===== src/rtl/tone_sequencer.sv =====
// tone_sequencer: FIFO-fed square-wave note player. Notes are {freq, dur}
// pairs; each note plays as a phase-accumulator square wave for dur ms,
// optionally followed by a silent gap of gap_ms ms.
module tone_sequencer #(
  parameter int FREQ_W = 10,
  parameter int DUR_W  = 10,
  parameter int DEPTH  = 8
) (
  input  logic                       clk,
  input  logic                       rst,
  input  logic [15:0]                ticks_per_milli,
  input  logic                       note_valid,
  output logic                       note_ready,
  input  logic [FREQ_W-1:0]          note_freq,
  input  logic [DUR_W-1:0]           note_dur,
  input  logic [7:0]                 gap_ms,
  input  logic                       flush,
  input  logic                       pause,
  output logic                       sound,
  output logic                       busy,
  output logic [$clog2(DEPTH+1)-1:0] level,
  output logic [FREQ_W-1:0]          cur_freq
);

  localparam int PTR_W = $clog2(DEPTH);
  localparam int LVL_W = $clog2(DEPTH+1);
  localparam int LEN_W = (DUR_W > 8) ? DUR_W : 8;
  localparam int ENT_W = FREQ_W + DUR_W;

  typedef enum logic [1:0] {
    IDLE = 2'd0,
    TONE = 2'd1,
    GAP  = 2'd2
  } state_t;

  // FIFO storage and bookkeeping
  logic [ENT_W-1:0]  mem_r [DEPTH];
  logic [PTR_W-1:0]  wr_ptr_r;
  logic [PTR_W-1:0]  rd_ptr_r;
  logic [LVL_W-1:0]  level_r;

  // Playback state and timing
  state_t            state_r;
  state_t            state_next;
  logic [15:0]       tick_r;
  logic [LEN_W-1:0]  ms_cnt_r;
  logic [LEN_W-1:0]  len_r;
  logic [31:0]       acc_r;
  logic [FREQ_W-1:0] freq_r;
  logic              tone_r;

  // Combinational helpers
  logic              push_s;
  logic              pop_s;
  logic              take_s;
  logic              start_tone_s;
  logic              start_gap_s;
  logic              have_note_s;
  logic [15:0]       tpm_eff_s;
  logic [31:0]       half_s;
  logic              ms_tick_s;
  logic              last_ms_s;
  logic [ENT_W-1:0]  head_s;
  logic [FREQ_W-1:0] head_freq_s;
  logic [DUR_W-1:0]  head_dur_s;
  logic [31:0]       freq_ext_s;

  // Timing helpers: effective tick rate, half period, ms tick and FIFO head
  always_comb begin
    tpm_eff_s   = (ticks_per_milli == 16'd0) ? 16'd1 : ticks_per_milli;
    // (tpm*1000)>>1 is exactly tpm*500 because tpm*1000 is always even;
    // 16 bits * 500 fits well inside 32 bits, so nothing truncates.
    half_s      = {16'd0, tpm_eff_s} * 32'd500;
    ms_tick_s   = (tick_r == (tpm_eff_s - 16'd1));
    last_ms_s   = ms_tick_s && (ms_cnt_r == (len_r - LEN_W'(1'b1)));
    have_note_s = (level_r != {LVL_W{1'b0}});
    head_s      = mem_r[rd_ptr_r];
    head_dur_s  = head_s[DUR_W-1:0];
    head_freq_s = head_s[ENT_W-1:DUR_W];
    freq_ext_s  = {{(32-FREQ_W){1'b0}}, freq_r};
    push_s      = note_valid && note_ready;
  end

  // FIFO write port (payload only, no reset needed on storage)
  always_ff @(posedge clk) begin
    if (push_s) begin
      mem_r[wr_ptr_r] <= {note_freq, note_dur};
    end
  end

  // FIFO pointers and occupancy; reset and flush empty the queue
  always_ff @(posedge clk) begin
    if (rst || flush) begin
      wr_ptr_r <= {PTR_W{1'b0}};
      rd_ptr_r <= {PTR_W{1'b0}};
      level_r  <= {LVL_W{1'b0}};
    end else begin
      if (push_s) begin
        wr_ptr_r <= wr_ptr_r + PTR_W'(1'b1);
      end
      if (pop_s) begin
        rd_ptr_r <= rd_ptr_r + PTR_W'(1'b1);
      end
      case ({push_s, pop_s})
        2'b10:   level_r <= level_r + LVL_W'(1'b1);
        2'b01:   level_r <= level_r - LVL_W'(1'b1);
        default: level_r <= level_r;
      endcase
    end
  end

  // State register
  always_ff @(posedge clk) begin
    if (rst) begin
      state_r <= IDLE;
    end else begin
      state_r <= state_next;
    end
  end

  // Next-state logic: note end, gap end and popping the next note
  always_comb begin
    state_next   = state_r;
    take_s       = 1'b0;
    pop_s        = 1'b0;
    start_tone_s = 1'b0;
    start_gap_s  = 1'b0;
    if (flush) begin
      state_next = IDLE;
    end else if (pause) begin
      state_next = state_r;
    end else begin
      case (state_r)
        IDLE: begin
          if (have_note_s) begin
            take_s = 1'b1;
          end else begin
            state_next = IDLE;
          end
        end
        TONE: begin
          if (last_ms_s) begin
            if (gap_ms != 8'd0) begin
              state_next  = GAP;
              start_gap_s = 1'b1;
            end else if (have_note_s) begin
              take_s = 1'b1;
            end else begin
              state_next = IDLE;
            end
          end else begin
            state_next = TONE;
          end
        end
        GAP: begin
          if (last_ms_s) begin
            if (have_note_s) begin
              take_s = 1'b1;
            end else begin
              state_next = IDLE;
            end
          end else begin
            state_next = GAP;
          end
        end
        default: begin
          state_next = IDLE;
        end
      endcase
      // A popped zero-length note never plays; it behaves like a note that
      // just ended (gap if requested, otherwise IDLE picks up the next one).
      if (take_s) begin
        pop_s = 1'b1;
        if (head_dur_s != {DUR_W{1'b0}}) begin
          state_next   = TONE;
          start_tone_s = 1'b1;
        end else if (gap_ms != 8'd0) begin
          state_next  = GAP;
          start_gap_s = 1'b1;
        end else begin
          state_next = IDLE;
        end
      end else begin
        pop_s = 1'b0;
      end
    end
  end

  // Timing counters, phase accumulator, current note and square-wave level
  always_ff @(posedge clk) begin
    if (rst || flush) begin
      tick_r   <= 16'd0;
      ms_cnt_r <= {LEN_W{1'b0}};
      len_r    <= {LEN_W{1'b0}};
      acc_r    <= 32'd0;
      freq_r   <= {FREQ_W{1'b0}};
      tone_r   <= 1'b0;
    end else if (pause) begin
      tick_r   <= tick_r;
      ms_cnt_r <= ms_cnt_r;
      acc_r    <= acc_r;
      tone_r   <= tone_r;
    end else if (start_tone_s) begin
      tick_r   <= 16'd0;
      ms_cnt_r <= {LEN_W{1'b0}};
      len_r    <= LEN_W'(head_dur_s);
      acc_r    <= 32'd0;
      freq_r   <= head_freq_s;
      tone_r   <= 1'b0;
    end else if (start_gap_s) begin
      tick_r   <= 16'd0;
      ms_cnt_r <= {LEN_W{1'b0}};
      len_r    <= LEN_W'(gap_ms);
      acc_r    <= 32'd0;
      freq_r   <= {FREQ_W{1'b0}};
      tone_r   <= 1'b0;
    end else if (state_next == IDLE) begin
      tick_r   <= 16'd0;
      ms_cnt_r <= {LEN_W{1'b0}};
      acc_r    <= 32'd0;
      freq_r   <= {FREQ_W{1'b0}};
      tone_r   <= 1'b0;
    end else begin
      if (ms_tick_s) begin
        tick_r   <= 16'd0;
        ms_cnt_r <= ms_cnt_r + LEN_W'(1'b1);
      end else begin
        tick_r   <= tick_r + 16'd1;
      end
      // Compare the pre-add accumulator against the half period
      if ((state_r == TONE) && (freq_r != {FREQ_W{1'b0}})) begin
        if (acc_r >= half_s) begin
          acc_r  <= acc_r + freq_ext_s - half_s;
          tone_r <= ~tone_r;
        end else begin
          acc_r  <= acc_r + freq_ext_s;
        end
      end
    end
  end

  // Output decode; pause silences the wave immediately while state is held
  always_comb begin
    note_ready = (level_r != LVL_W'(DEPTH)) && !flush && !rst;
    busy       = (state_r != IDLE) || (level_r != {LVL_W{1'b0}});
    sound      = tone_r && !pause;
    level      = level_r;
    cur_freq   = freq_r;
  end

endmodule


===== config.mk =====
export PLATFORM = sky130hd
export DESIGN_NAME = tone_sequencer
export DESIGN_NICKNAME = d
export VERILOG_FILES = /design/src/rtl/tone_sequencer.sv
export SDC_FILE = /design/constraint.sdc
export NUM_CORES = 1
export LEC_CHECK = 0
export BUFFER_PORTS_ARGS = -buffer_cell sky130_fd_sc_hd__buf_2
export CORE_AREA = 2 2 170 172
export CTS_CLUSTER_DIAMETER = 30
export DETAILED_ROUTE_END_ITERATION = 12
export DIE_AREA = 0 0 172 174
export HOLD_SLACK_MARGIN = 0.05
export PLACE_DENSITY = 0.83
export SKIP_CTS_REPAIR_TIMING = 1
export SKIP_LAST_GASP = 1
export SLEW_MARGIN = 20
export SYNTH_ARGS = -nofsm -noshare
export SYNTH_HDL_FRONTEND = slang
export SYNTH_SLANG_ARGS = --single-unit

===== constraint.sdc =====
create_clock -name clk -period 13.4 [get_ports clk]
set_clock_uncertainty 0.05 [all_clocks]
set_input_delay 4.02 -clock clk [delete_from_list [all_inputs] [get_ports clk]]
set_output_delay 4.02 -clock clk [all_outputs]
set_load 0.005 [all_outputs]

## Word level (Yosys, flattened, before mapping)

Memory sizes are Yosys's and may differ from the RTL's. A register that Yosys moved wholly into a read port is not among the register bits.
Cells that the tools add are included.
W data, S select, Z words.

- Word-level logic and storage cells: 123
- Memory bits (writable): 160
- Input bits: 49
- Flip-flop bits (word level): 91
- Output and inout port bits: 17
- Memories kept: 1

- Multipliers: 1
- Multiplexer cells: 61
- Add/subtract/negate cells: 10
- Eq/ne operators: 7
- Magnitude comparators: 1
- Bitwise operators: 2
- Reductions and logical operators: 30

Memory list:

| name | words | width | rd ports | clocked after memory_dff | write ports | line | text |
|---|---|---|---|---|---|---|---|
| mem_r | 8 | 20 | 1 | 1 | 1 | 37 | `logic [ENT_W-1:0] mem_r [DEPTH];` |

Operators with widths:

| operator | number |
|---|---|
| $mux W32 | 5 |
| $mux W10 | 9 |
| $mux W16 | 5 |
| $add A32 B10 Y32 | 1 |
| $ge A32 B25 Y1 | 1 |
| $sub A32 B25 Y32 | 1 |
| $mux W1 | 28 |
| $mul A16 B7 Y23 const B | 1 |
| $reduce_bool A10 Y1 | 2 |
| $mux W2 | 9 |
| $add A16 B1 Y16 const B | 1 |
| $eq A16 B16 Y1 | 1 |
| $logic_not A16 Y1 | 1 |
| $reduce_bool A4 Y1 | 4 |
| $sub A16 B1 Y16 const B | 1 |
| $add A10 B1 Y10 const B | 1 |
| $eq A10 B10 Y1 | 1 |
| $sub A10 B1 Y10 const B | 1 |
| $pmux W4 S2 | 1 |
| $reduce_and A2 Y1 | 4 |
| $reduce_bool A8 Y1 | 1 |
| $add A3 B1 Y3 const B | 2 |
| $logic_and A1 B1 Y1 | 6 |
| $mux W3 | 2 |
| other kinds (14) | 23 |

## Depth between registers and ports, before layout

- Word-level depth: 16
- Gate-level depth with buffers: 39
- Depth with buffers taken out: 36

## Worst setup path before layout

OpenSTA, ideal clock, no wires.

- Path type: input to register
- Start: in ticks_per_milli[5]
- End: reg acc_r[30]
- Path buffers: 2
- Data arrival time: 11.774 ns
- Cell stages on the path: 34
- Required time: 13.255 ns
- Library setup time: 0.095 ns
- Setup slack: 1.481 ns
- Cell sequence: inv_1 ha_1 nand4_4 or3_1 buf_2 clkbuf_1 nand2_1 fa_1 fa_1 fa_1 fa_1 inv_1 ha_1 a21boi_0 o21ai_0 a21boi_0 o21ai_0 a21oi_1 o31ai_1 o211ai_1 a21oi_1 xor2_1 ha_1 and4_1 o2111ai_1 nor2_1 o311ai_0 o211ai_1 a31oi_1 a211oi_1 nor2b_1 o2111ai_1 a211o_1 a221oi_1

- Longest elaborated chain between the ends: 16
- Elaborated cells on any way between the ends: 37
- Those cells by class: add/sub: 2; mul: 1; order compare: 1; eq/ne: 1; mux: 27; reduce/logical: 5

RTL lines:

| element | line | text |
|---|---|---|
| from (decl) | 11 | `input logic [15:0] ticks_per_milli,` |
| $logic_not A16 Y1 | 70 | `tpm_eff_s = (ticks_per_milli == 16'd0) ? 16'd1 : ticks_per_milli;` |
| $mux W16 * | 70 |  |
| parallel branches: the longest is 14 deep, another holds $sub A32 B25 Y32 | n/a |  |
| to (signal assigned) | 201 | `acc_r <= acc_r;` |
| to (signal assigned) | 233 | `acc_r <= acc_r + freq_ext_s - half_s;` |
| to (signal assigned) | 236 | `acc_r <= acc_r + freq_ext_s;` |
| to (decl) | 48 | `logic [31:0] acc_r;` |

Every way passes the cells marked *. The select of a mux whose other input is x is not followed.
A chain may end at the register's enable or synchronous reset.

## Worst setup path after layout

- Start: in ticks_per_milli[8]
- End: reg acc_r[30]

Same word-level chain as after synthesis.

==> out/metrics.cfg <==
[job]
max-cap-violations = 0

[cells_and_area]
num-nets-final = 1991
drive_gt1_share_pct = 15.3
final_cells = 2170
synthToLayoutAreaGrowth_pct = 14.6
antenna_cells = 0
utilization_pct = 70.9

[setup_path]
rr_startpoint = cur_freq[0]
r2r_end = acc_r[26]
critPathMaxStageDelay_ps = 640
crit_fanout = 14
reg2reg_slack_ps = 7670
arrival_ps = 12800
critPathKind = input pin to register
crit_top_cell = fa_1
startpoint = ticks_per_milli[8]
cp_slowest_cell = or3_1
timing.critical_path.to = acc_r[30]
crit_path_start_kind = input pin
worst_setup_path_end_kind = register
cp.depth = 33
required_ps = 13790
reg2reg_depth = 20
worstPathBufferInverterCount = 3
critPathTopFamily = compound AO/OA/AOI/OAI gates

[detailed_routing]
wl_met3_um = 2770
antenna_left = 0
drt-initial-drc-count = 1081
vias = 13400
viasPerCell = 6.15
drt-wirelength-per-cell_um = 20.3
first_pass_iters = 5
met2_length_um = 22100
routed.top_layer = met4
wl_met1_um = 17600
wl_um = 44100
route.detailed.drc = 0

[global_route]
grt_overflow = 0
grt_usage_pct = 30.2
grt_pass1_vias = 13600
antenna_found_initial = 0
grt_max_degree = 41
grt_pass1_wl_um = 71100

[placed_design]
dp_slack_ps = 578
gp_congestion = 0.932
dpl.hpwl_um = 30000
dp_cells = 2077
io_buffers = 65

[synth]
synth_flop_cell = edfxtp_1
ys_types = 93
synthXorXnorAreaFrac_pct = 5.65
synthMuxAreaShare_pct = 8.44
ys_ff_latch = 254
synth_top_cell_area_share_pct = 27.5
synthAdderAreaFrac_pct = 16.5
ys_seq_area_share_pct = 38.3
synth_cells = 1658
async_flop_share_pct = 0
synth_edf_count = 160
yosysTopAreaCell = edfxtp_1
synth-compound-area-share_pct = 13.1
synthTopCellsByArea = edfxtp_1 28%, dfxtp_1 11%, ha_1 10%
syn_area_per_cell_um2 = 10.5
synth_top_family_by_area = adder cells
yosys.area_share.simple_pct = 13.4
yosys_warnings = 0
netlist_area_um2 = 17500
synth.net_count = 1904

[power_and_ir_drop]
p_leak_nw = 8.06
cellPowerDensity_nw_per_um2 = 168
p_total_mw = 3.37
ir_worst_vdd_v = 0.000175

[sta]
fin_setup_tns_ps = 0
hold_viol_final = 0
fin_crit_sh_pct = 92.7
fmax_mhz = 80.5
grt_setup_unrepaired = false
slew_viol_final = 0
worstMarginPinSlew_ps = 1070
relSlewSlack_pct = 28.8
fin_crit_ps = 12420
setup_viol = 0
setup_ws_ps = 984

[worst_hold_path]
min-delay-path-class = register to register

[clock_network]
insertion_delay_ps = 580
cts_tree = built
cts.reportedPaths.clkPinSlew_ps = 40
cts_buffers = 50
root_buffer = clkbuf_16
htree_levels = 2
clk_path_buf_depth = 3
clock_sinks = 254

[floorplan]
io_pins = 66
die-area_um2 = 29900
dieHeight_um = 174
start_util_pct = 61.8
rows = 62
dieWidth_um = 172
core_um2 = 28200

[run_status]
outcome = complete, no violations

Yosys cell counts (17+ instances only):
master and number:
o21ai_1 24, nor2_1 113, nand2_1 128, mux2i_1 37, ha_1 142, dfxtp_1 94, a21oi_1 83, and3_1 19
o21ai_0 52, inv_1 156, fa_1 55, xor2_1 56, mux4_2 40, nor2b_1 22, nor4_1 17, xnor2_1 54
nor3_1 23, a21o_1 20, clkbuf_1 30, edfxtp_1 160, mux2_2 18, nand3_1 45
final cells by class:
cell class	instances	area, um2
clock buffers	60	1350
flip-flops and latches	254	6690
multi-input cells	1199	10000
clock inverters	33	443
inverters	156	586
fillers	1979	8220
repair buffers	84	468
well taps	384	480
logic make-up after synthesis:
logic type | Yosys count
DFF | 254
AOI/OAI and AO/OA | 335
and+or+nand+nor | 461
xor gates and xnor gates | 111
adders and majority gates | 197
buffers and inverters | 205
muxes | 95
worst reg2reg max path, stage by stage (launching register included):
cell and delay [ps]:
dfxtp_1 360, ha_1 260, fa_1 420, a21oi_1 270, o21ba_2 210, a31oi_1 160
and2_1 210, o21ai_0 230, nand2_1 120, nand3_1 110, xnor2_1 90, ha_1 220
or2_2 280, o41a_1 420, o21ai_0 290, o21ai_0 250, a31oi_1 620, o311ai_0 330
xnor2_1 210, or3b_1 380, o21ai_1 100
power breakdown:
group	leakage, nW	internal, mW	total [mW]	switching [mW]
combinational	4.99	0.490	1.24	0.747
clock	0.865	0.848	1.30	0.450
sequential	2.20	0.834	0.836	0.00163
total	8.06	2.17	3.37	1.20
worst min-delay path by stage:
stage	from	endpoint	slack, ps	depth (start not counted)
after floorplan	acc_r[4]	acc_r[4]	400	2
after global placement	rd_ptr_r[1]	register	410	2
after detailed placement	rd_ptr_r[1]	register	420	2
after CTS	tone_r	tone_r	430	2
after global routing	rd_ptr_r[1]	register	460	2
final	tone_r	tone_r	430	2
routing by layer:
layer  up-vias  track usage, %
met5         -               0
met4         0            11.6
met3       132            4.62
met2       523            52.3
met1      6472            38.0
li1       6225               -
metrics by stage:
step                hold slack, ps  area (um2)
detailed placement             424       18200
global placement               410       18200
CTS                            430       20000
finish                         432       20000
global route                   456       20000
floorplan                      398       17500
cell usage in the layout (no fill, tap or decap), types with 20 or more instances in the layout:
master     Yosys  final
buf_2         12     65
edfxtp_1     160    160
mux4_2        40     40
fa_1          55     55
ha_1         142    142
a21oi_1       83     83
o21ai_0       52     52
mux2i_1       37     37
dfxtp_1       94     92
o21ai_1       24     24
xnor2_1       54     54
nand2_1      128    128
a21o_1        20     20
nor2_1       113    110
inv_1        156    156
nand3_1       45     45
clkbuf_16      0     50
nor2b_1       22     22
xor2_1        56     56
state kept, by name, summed over array words and instances, names as in the netlist, named ones only:
register / count
ms_cnt_r: 10
tone_r: 1
acc_r: 32
wr_ptr_r: 3
state_r: 2
tick_r: 16
mem_r: 160
len_r: 10
cur_freq: 10
rd_ptr_r: 3
level: 4
Power figures use the tool's default switching activity.
